===== src/rtl/rv32i_types.sv =====
// ============================================================================
// Module : rv32i_types
// Shared fetch-path types: word type, fetch FSM encoding, FIFO entry record.
// Rev    : 1.0
// ============================================================================
`default_nettype none

package rv32i_types;

    typedef logic [31:0] rv32i_word;

    typedef enum logic [1:0] {
        FS_IDLE   = 2'd0,
        FS_BUSY   = 2'd1,
        FS_SQUASH = 2'd2
    } fetch_state_t;

    typedef struct packed {
        rv32i_word pc;
        rv32i_word instr;
    } fetch_entry_t;

    function automatic rv32i_word word_align(input rv32i_word addr);
        return {addr[31:2], 2'b00};
    endfunction

endpackage

`default_nettype wire


===== src/rtl/fetch_fifo.sv =====
// ============================================================================
// Module : fetch_fifo
// Circular FIFO of {pc, instr} entries with head/tail pointers and count.
// Rev    : 1.0
// ============================================================================
`default_nettype none

module fetch_fifo
    import rv32i_types::*;
#(
    parameter int DEPTH = 4,
    localparam int AW   = $clog2(DEPTH),
    localparam int CW   = AW + 1
) (
    input  logic            clk,
    input  logic            rst_n,
    input  logic            i_flush,
    input  logic            i_push,
    input  fetch_entry_t    i_entry,
    input  logic            i_pop,
    output fetch_entry_t    o_head,
    output logic [CW-1:0]   o_count
);

    fetch_entry_t  r_mem [DEPTH];
    logic [AW-1:0] r_head;
    logic [AW-1:0] r_tail;
    logic [CW-1:0] r_count;

    // Storage carries no reset; validity is tracked solely by r_count.
    always_ff @(posedge clk) begin
        if (i_push && !i_flush) begin
            r_mem[r_tail] <= i_entry;
        end
    end

    always_ff @(posedge clk or negedge rst_n) begin
        if (!rst_n) begin
            r_head  <= '0;
            r_tail  <= '0;
            r_count <= '0;
        end else if (i_flush) begin
            r_head  <= '0;
            r_tail  <= '0;
            r_count <= '0;
        end else begin
            if (i_push) begin
                r_tail <= r_tail + AW'(1);
            end
            if (i_pop) begin
                r_head <= r_head + AW'(1);
            end
            case ({i_push, i_pop})
                2'b10:   r_count <= r_count + CW'(1);
                2'b01:   r_count <= r_count - CW'(1);
                default: r_count <= r_count;
            endcase
        end
    end

    assign o_head  = r_mem[r_head];
    assign o_count = r_count;

endmodule

`default_nettype wire


===== src/rtl/fetch_buffer.sv =====
// ============================================================================
// Module : fetch_buffer
// Instruction fetch FSM feeding decode through a small FIFO, with redirect.
// Optional macro FETCH_BUF_BYPASS_EN: response passes straight to decode
// when the FIFO is empty.
// Rev    : 1.0
// ============================================================================
`default_nettype none

module fetch_buffer
    import rv32i_types::*;
#(
    parameter int        DEPTH    = 4,
    parameter rv32i_word RESET_PC = 32'h6000_0000
) (
    input  logic       clk,
    input  logic       rst_n,
    output logic       imem_read,
    output rv32i_word  imem_addr,
    input  logic       imem_resp,
    input  rv32i_word  imem_rdata,
    input  logic       redirect_valid,
    input  rv32i_word  redirect_pc,
    output logic       dec_valid,
    input  logic       dec_ready,
    output rv32i_word  dec_instr,
    output rv32i_word  dec_pc
);

    localparam int            CW         = $clog2(DEPTH) + 1;
    localparam logic [CW-1:0] c_FULL_CNT = CW'(DEPTH);

    fetch_state_t  r_state;
    fetch_state_t  w_state_nxt;
    rv32i_word     r_fetch_pc;
    rv32i_word     w_fetch_pc_nxt;
    rv32i_word     r_req_addr;
    logic          w_new_req;
    logic          w_resp_ok;
    logic          w_bypass;
    logic          w_push;
    logic          w_pop;
    logic          w_empty;
    logic [CW-1:0] w_count;
    logic [CW-1:0] w_cnt_nxt;
    fetch_entry_t  w_head;
    fetch_entry_t  w_entry;

    assign w_resp_ok = (r_state == FS_BUSY) && imem_resp && !redirect_valid;
    assign w_empty   = (w_count == '0);

`ifdef FETCH_BUF_BYPASS_EN
    assign w_bypass = w_resp_ok && w_empty;
`else
    assign w_bypass = 1'b0;
`endif

    assign w_pop     = !w_empty && dec_ready && !redirect_valid;
    assign w_push    = w_resp_ok && !(w_bypass && dec_ready);
    assign w_cnt_nxt = w_count + CW'(w_push) - CW'(w_pop);
    assign w_entry   = '{pc: r_fetch_pc, instr: imem_rdata};

    fetch_fifo #(.DEPTH(DEPTH)) u_fifo (
        .clk     (clk),
        .rst_n   (rst_n),
        .i_flush (redirect_valid),
        .i_push  (w_push),
        .i_entry (w_entry),
        .i_pop   (w_pop),
        .o_head  (w_head),
        .o_count (w_count)
    );

    // r_fetch_pc may move on in SQUASH while the old request is still held.
    always_comb begin
        w_state_nxt    = r_state;
        w_fetch_pc_nxt = r_fetch_pc;
        w_new_req      = 1'b0;
        if (redirect_valid) begin
            w_fetch_pc_nxt = word_align(redirect_pc);
        end
        case (r_state)
            FS_IDLE: begin
                if (redirect_valid || (w_cnt_nxt < c_FULL_CNT)) begin
                    w_state_nxt = FS_BUSY;
                    w_new_req   = 1'b1;
                end
            end
            FS_BUSY: begin
                if (redirect_valid) begin
                    if (imem_resp) begin
                        w_new_req = 1'b1;
                    end else begin
                        w_state_nxt = FS_SQUASH;
                    end
                end else if (imem_resp) begin
                    w_fetch_pc_nxt = r_fetch_pc + 32'd4;
                    if (w_cnt_nxt < c_FULL_CNT) begin
                        w_new_req = 1'b1;
                    end else begin
                        w_state_nxt = FS_IDLE;
                    end
                end
            end
            FS_SQUASH: begin
                if (imem_resp) begin
                    w_state_nxt = FS_BUSY;
                    w_new_req   = 1'b1;
                end
            end
            default: w_state_nxt = FS_IDLE;
        endcase
    end

    always_ff @(posedge clk or negedge rst_n) begin
        if (!rst_n) begin
            r_state    <= FS_IDLE;
            r_fetch_pc <= RESET_PC;
            r_req_addr <= RESET_PC;
        end else begin
            r_state    <= w_state_nxt;
            r_fetch_pc <= w_fetch_pc_nxt;
            if (w_new_req) begin
                r_req_addr <= w_fetch_pc_nxt;
            end
        end
    end

    assign imem_read = (r_state != FS_IDLE);
    assign imem_addr = r_req_addr;
    assign dec_valid = (!w_empty || w_bypass) && !redirect_valid;
    assign dec_pc    = w_bypass ? r_fetch_pc : w_head.pc;
    assign dec_instr = w_bypass ? imem_rdata : w_head.instr;

endmodule

`default_nettype wire


===== config.mk =====
export PLATFORM = sky130hd
export DESIGN_NAME = fetch_buffer
export DESIGN_NICKNAME = d
export VERILOG_FILES = /design/src/rtl/rv32i_types.sv /design/src/rtl/fetch_fifo.sv /design/src/rtl/fetch_buffer.sv
export SDC_FILE = /design/constraint.sdc
export NUM_CORES = 1
export LEC_CHECK = 0
export CAP_MARGIN = 10
export CORE_AREA = 2 2 157 159
export DETAILED_ROUTE_END_ITERATION = 6
export DIE_AREA = 0 0 159 161
export GPL_TIMING_DRIVEN = 0
export PLACE_DENSITY = 0.79
export SLEW_MARGIN = 25
export SYNTH_ARGS = -nofsm -noshare
export SYNTH_HDL_FRONTEND = slang
export SYNTH_SLANG_ARGS = --single-unit

===== constraint.sdc =====
create_clock -name clk -period 4 [get_ports clk]
set_input_delay 0.6 -clock clk [delete_from_list [all_inputs] [get_ports clk]]
set_output_delay 0.6 -clock clk [all_outputs]
set_load 0.02 [all_outputs]

==> results by group, run 1 <==
Run status
  • Status: complete, no violations

Detailed routing
  • DRT antenna net count: 0
  • Vias/cell: just under 6
  • Iter 0 DRT Violations: 628
  • Detailed-route via count: 7258
  • First-pass DRT Iterations: 4
  • Routed WL: 26900 um
  • DR WL/cell: between 20 and 25 um
  • Post-route DRC: 0

Clocking
  • CTS clk-pin slew, worst paths: 0.06 ns
  • CTS tree: yes
  • CTS Buf Count: 34
  • CTS Root Cell: clkbuf_16
  • Worst-Skew Late Latency: 0.52 ns
  • Max Root-Sink Buffers: 3
  • Cts hold-fix bufs: 0
  • Postcts setup bufs: 0
  • H-tree Lvls: 2
  • Clk sinks: between 300 and 400

Yosys
  • Mapped Area: 13000 um^2
  • Synth Register Bits: 329
  • Synth Flop Type: edfxtp_1
  • Syn Area/Cell: 18.4 um^2
  • Number of synthesized flops with an enable pin: 256
  • Post-synth cell types: between 40 and 50
  • Yosys warns: 0
  • Register area share after synthesis: 73.4%
  • Syn Nets: 781
  • Syn Inst Count: 703
  • Post-synthesis async set-or-reset flop share: 22.2%

Final layout
  • Nets@finish: 986
  • Area grow syn2layout: 25.3%
  • Register Area: between 9000 and 10000 um^2
  • Number of fill cells: 1626
  • Non-Filler Instances: 1257
  • Share of layout cells above drive strength 1: 19.7%
  • Ant diodes: 0
  • Area of the multi-input gates: 3260 um^2

Timing
  • Max Transition Viols Final: 0
  • Endpoints failing setup: 0
  • RSZ-0062 raised after global routing: true
  • Fin. Hold Viols: 0
  • Slew @ Worst Pin: approximately 0.92 ns
  • Tmin final: 3.76 ns
  • FMAX: between 0.2 and 0.3 GHz
  • Relative slew slack: roughly two fifths
  • Setup slack after layout: 0.241 ns
  • Clock Skews: 0.0201 ns
  • Final period utilization: a little over nine tenths

Floorplan
  • Chip height: 161 um
  • Initial Util: 54.1%
  • Die area: 25600 um^2
  • Core ar.: approximately 24000 um^2
  • Die width: approximately 160 um
  • I/O Pins: 167
  • Row Count: 57

Placement
  • Dpl ws: -0.806 ns
  • # port buffers: 164
  • Placed insts: roughly 1200
  • Dpl hpwl: 17600 um
  • GPL Wtd Cong: ~0.9

Setup path
  • Worst setup EP type: flip-flop
  • Worst EP required: 4.39 ns
  • Worst-path fanout max: 10
  • CP Launch Type: primary input
  • Crit path DAT: 4.15 ns
  • Worst setup path class: primary input to flip-flop

Global routing
  • Tot GR Track Use: 21.5%
  • Largest net degree at the start of global routing: 45
  • Number of global-route vias before repair: 7652
  • First-pass GRT wire length: 42700 um
  • Total grt overflow: 0
  • Initial antenna violation count: 0

Run
  • Max Cap Violations: 0

Power
  • PnR Total Power: just over 9 mW
  • Pwr/cell area: 558 nW/um^2
  • Leak Pwr: 5.49 nW
  • Worst IR Drop VDD: 0.000411 V

Hold path
  • Hold Crit Class: primary input to asynchronous set/reset pin
## where the power goes
part / total (mW) / switching, mW / internal [mW] / leakage, nW
clock: 3.09 / 1.26 / 1.83 / 0.534
sequential: 4.18 / 0.191 / 3.99 / 3.19
combinational: 1.79 / 0.892 / 0.901 / 1.77
total: 9.06 / 2.34 / 6.72 / 5.49
## cell families (layout without fill, tap and decap cells)
kind of cell | Yosys count | after routing | share of synthesized area, %
mux | 98 | 98 | 14.0
fa+ha+maj | 10 | 10 | 1.00
compound gates | 60 | 60 | 2.87
buf+inv | 48 | 278 | 1.58
flops | 329 | 329 | 73.4
xor+xnor | 15 | 15 | 1.01
simple gates | 143 | 143 | 6.12
## worst max-delay path, stage by stage
cell and delay (ns):
clkdlybuf4s50_1 0.61, clkbuf_2 0.28, clkbuf_2 0.26, buf_2 0.26, nor2_1 0.10, ha_1 0.26, inv_1 0.11, ha_1 0.22
and3b_1 0.17, nor3_1 0.27, nor4_2 0.10, nor2_1 0.22, buf_2 0.31, mux2_2 0.38
## cell usage after synthesis (all sizes together), types with 7 or more instances
cell / n / area share, %
a31oi: 16 / 0.77
and3: 7 / 0.34
buf: 20 / 0.76
clkbuf: 15 / 0.44
dfrtp: 69 / 13
edfxtp: 256 / 59
ha: 8 / 0.77
inv: 12 / 0.35
mux2: 30 / 2.6
mux4: 64 / 11
nand2: 29 / 0.84
nand3: 12 / 0.46
nand4: 9 / 0.48
nor2: 31 / 0.90
o21ai: 22 / 0.85
o31ai: 15 / 0.87
or3: 7 / 0.38
or4: 13 / 0.75
xnor2: 8 / 0.54
xor2: 7 / 0.47
## through the flow
stage | setup TNS [ns] | hold WS, ns | cell area, um^2 | utilization [%]
6_report | 0 | 0.0456 | 16300 | 67.8
4_1_cts | 0 | 0.0386 | 16200 | 67.8
2_1_floorplan | 0 | 0.304 | 13000 | -
3_5_place_dp | -24.44 | 0.495 | 15100 | 63.2
5_1_grt | -0.00143 | 0.0487 | 16300 | 67.8
3_3_place_gp | -239.07 | 0.493 | 15000 | 62.7
## worst paths after layout
| path | from | endpoint | slack (ns) | depth (start not counted) |
|---|---|---|---|---|
| min | rst_n | imem_addr[22] | 0.05 | 1 |
| min in group clk | imem_addr[17] | imem_addr[17] | 0.50 | 1 |
| max reg2reg | r_state[0] | imem_addr[21] | 0.74 | 13 |
| max | redirect_valid | imem_addr[21] | 0.24 | 14 |
| min reg2reg | imem_addr[17] | imem_addr[17] | 0.50 | 1 |
| max in group asynchronous | rst_n | imem_addr[29] | 3.34 | 2 |
## per-layer routing
layer	vias up	track usage [%]	part of all wire, %
met5	-	0	0
met4	0	6.53	2.2
met3	53	4.65	7.6
met2	334	35.0	48
met1	3654	29.9	42
li1	3217	-	-
## layout by cell type, fill, tap and decap left out, types with 5 or more instances in the layout
master,instances
a31oi_1,16
and3_1,7
and4_1,5
buf_2,13
clkbuf_1,15
clkbuf_16,34
clkdlybuf4s50_1,163
clkinv_1,10
clkinv_2,5
dfrtp_1,69
edfxtp_1,256
ha_1,8
inv_1,12
mux2_2,30
mux4_2,64
nand2_1,29
nand3_1,12
nand4_1,8
nor2_1,31
nor3_1,6
o21ai_0,22
o31ai_1,15
or3_1,6
or4_1,13
xnor2_1,8
xor2_1,7
## what timing repair did
| item | in CTS | in global routing |
|---|---|---|
| pin swaps | 0 | 0 |
| gates resized for setup | 2 | 6 |
| endpoints found under the setup margin | 30 | 58 |
## state kept, by name, summed over array words and instances (netlist names)
signal / flops
u_fifo.r_head: 2
imem_addr: 32
u_fifo.r_mem: 256
r_state: 2
u_fifo.o_count: 3
u_fifo.r_tail: 2
r_fetch_pc: 32
## cell type report
type,count,share of cell area (%)
clock inverter,24,1.46
timing repair buffer,169,10.8
tap,324,2.49
inverter,13,0.300
multi-input combinational,326,20.1
buffer,35,1.01
sequential,329,58.6
clock buffer,37,5.30
(Power assumes the default switching activity.)
==> inputs of run 2 (changes only) <==
CORE_AREA = 2 2 147 149   (was 2 2 157 159)
DIE_AREA = 0 0 149 151   (was 0 0 159 161)
DONT_BUFFER_PORTS = 1   (was unset)
PLACE_DENSITY = 0.78   (was 0.79)
TNS_END_PERCENT = 5   (was unset)
==> run 2 against run 1 <==
Global-route usage grew 1.9 points. Sequential power grew 4%. Core utilization rose by 1.8 points. Sequential share of layout area grew 7.1 points. Clock skew decreased by 0.0059 ns. Count of clock-buffer cells in the layout up 7. Worst hold slack better by 0.084 ns. Setup slack improved by 0.15 ns.
==> results by group, run 2 (synthesis results as in run 1) <==
Run status
  • Status: complete, no violations

Clocking
  • Cts repair resizes: 0
  • CTS Root Cell: clkbuf_16
  • Worst-Skew Late Latency: 0.55 ns
  • Postcts setup bufs: 0
  • CTS tree: yes
  • CTS clk-pin slew, worst paths: about 0.060 ns
  • Cts hold-fix bufs: 2
  • Clk sinks: approximately 330
  • Max Root-Sink Buffers: 3
  • H-tree Lvls: 1
  • CTS Buf Count: 31

Timing
  • Final period utilization: 90.1%
  • Fin. Hold Viols: 0
  • Clock Skews: 0.0141 ns
  • Max Transition Viols Final: 0
  • Endpoints failing setup: 0
  • Tmin final: between 3 and 4 ns
  • Hold slack: 0.129 ns
  • Slew @ Worst Pin: 0.928 ns
  • FMAX: between 0.2 and 0.3 GHz
  • RSZ-0062 raised after global routing: false
  • Relative slew slack: about two fifths
  • Setup TNS: 0 ns

Floorplan
  • Core ar.: 20800 um^2
  • Chip height: ~150 um
  • Die width: 149 um
  • Row Count: between 50 and 60
  • Initial Util: 62.3%
  • Die area: 22500 um^2
  • I/O Pins: between 150 and 200

Setup path
  • Critical path's largest stage delay: 0.45 ns
  • Worst setup path class: primary input to flip-flop
  • CP Launch Type: primary input
  • Worst setup EP type: flip-flop
  • Worst reg-to-reg setup slack: 0.68 ns
  • Crit path DAT: slightly above 4 ns
  • Worst EP required: 4.42 ns
  • FF-to-FF path depth: 13
  • Worst-path fanout max: 10
  • R2r startpoint: r_state[0]
  • Slowest stage cell, crit path: buf_1
  • CP cell instances: clkbuf_1 -> clkbuf_1 -> buf_1 -> nor2_1 -> ha_1 -> inv_1 -> ha_1 -> and3b_1 -> o21a_1 -> nor4_1 -> nor2_1 -> buf_2 -> mux2_2
  • CP Capture Point: imem_addr[0]
  • Reg2reg end: imem_addr[0]
  • Critical Path Source: redirect_valid

Detailed routing
  • DR WL/cell: 24.9 um
  • DRT antenna net count: 0
  • Detailed-route via count: between 6000 and 7000
  • First-pass DRT Iterations: 5
  • Routed WL: ~26000 um
  • Vias/cell: 6.45
  • Post-route DRC: 0
  • Iter 0 DRT Violations: between 500 and 600

Power
  • Logic gate share of total power: 12.8%
  • Sw frac: 26.3%
  • Pwr/cell area: 578 nW/um^2
  • Clock share of power: 35.2%
  • Reg power frac: 52.0%
  • Worst IR Drop VDD: 0.000381 V
  • P_int: 6.17 mW
  • Leak Pwr: 4.82 nW
  • Psw: 2.20 mW

Final layout
  • Commonest non-fill, non-tap cell in the layout: edfxtp_1
  • Share of layout cells above drive strength 1: 23.2%
  • Ant diodes: 0
  • Area grow syn2layout: 11.7%
  • Non-Filler Instances: 1041
  • Nets@finish: 820
  • Max FFs per register: 256
  • Commonest cells after routing, fill and taps aside: edfxtp_1 (256), dfrtp_1 (69), mux4_2 (64), clkbuf_16 (34), nor2_1 (31)
  • Top reg by flops: u_fifo.r_mem
  • Number of fill cells: about 1300

Placement
  • Placed insts: 982
  • Dpl hpwl: 16700 um
  • GPL Wtd Cong: 0.830
  • # port buffers: 0

Global routing
  • Number of global-route vias before repair: ~6900
  • Largest net degree at the start of global routing: 74
  • Initial antenna violation count: 1
  • First-pass GRT wire length: about 40000 um
  • Tot GR Track Use: 23.4%
  • Total grt overflow: 0

Hold path
  • Hold Crit Class: primary input to flip-flop

Run
  • Max Cap Violations: 0
## run 2: final cells by class
cell class	instances	area (um^2)	area share [%]
sequential	329	9520	65.7
multi-input combinational	326	3260	22.5
clock buffer	44	918	6.34
tap	275	344	2.37
buffer	35	156	1.08
clock inverter	13	130	0.898
timing repair buffer	6	118	0.812
inverter	13	48.8	0.337
## run 2: worst min-delay path by stage
stage                     startpoint       endpoint  slack, ns  cells after the start
after floorplan                rst_n   imem_addr[0]       0.30                      0
after global placement         rst_n  imem_addr[20]       0.31                      0
after detailed placement       rst_n  imem_addr[20]       0.31                      0
after CTS                  imem_resp     r_state[1]       0.11                      1
after global routing       imem_resp     r_state[1]       0.11                      1
final                      imem_resp     r_state[1]       0.13                      1
## run 2: critical path, delay by kind of cell
family / cells / cell delay [ns]
simple gates: 4 / 0.90
buf+inv: 5 / 1.54
fa+ha+maj: 2 / 0.50
mux: 1 / 0.30
compound gates: 1 / 0.18
## run 2: routing by layer
metal | up-vias | GRT usage [%] | wire length, um | part of all wire [%]
li1 | 2876 | - | - | -
met5 | - | 0 | 13 | 0.050
met3 | 51 | 7.35 | 2560 | 9.9
met1 | 3481 | 31.5 | 10300 | 40
met4 | 2 | 7.05 | 651 | 2.5
met2 | 306 | 37.5 | 12400 | 48
## run 2: power by group through the flow
stage	Clock, mW	Sequential [mW]	Combinational, mW
final	2.94	4.35	1.07
after global routing	3.11	4.39	1.16
after CTS	2.99	4.35	1.09
after detailed placement	0	4.41	1.07
after global placement	0	4.41	1.03
after floorplan	0	4.34	0.867
## run 2: per-stage QoR
stage | util (%) | total power [mW] | setup slack (ns) | instance area [um^2]
finish | 69.6 | 8.37 | 0.394 | 14500
global route | 69.6 | 8.66 | 0.172 | 14500
CTS | 69.6 | 8.43 | 0.384 | 14500
detailed placement | 64.4 | 5.49 | -0.188 | 13400
global placement | 63.9 | 5.43 | -0.0505 | 13300
floorplan | - | 5.21 | 0.556 | 13000
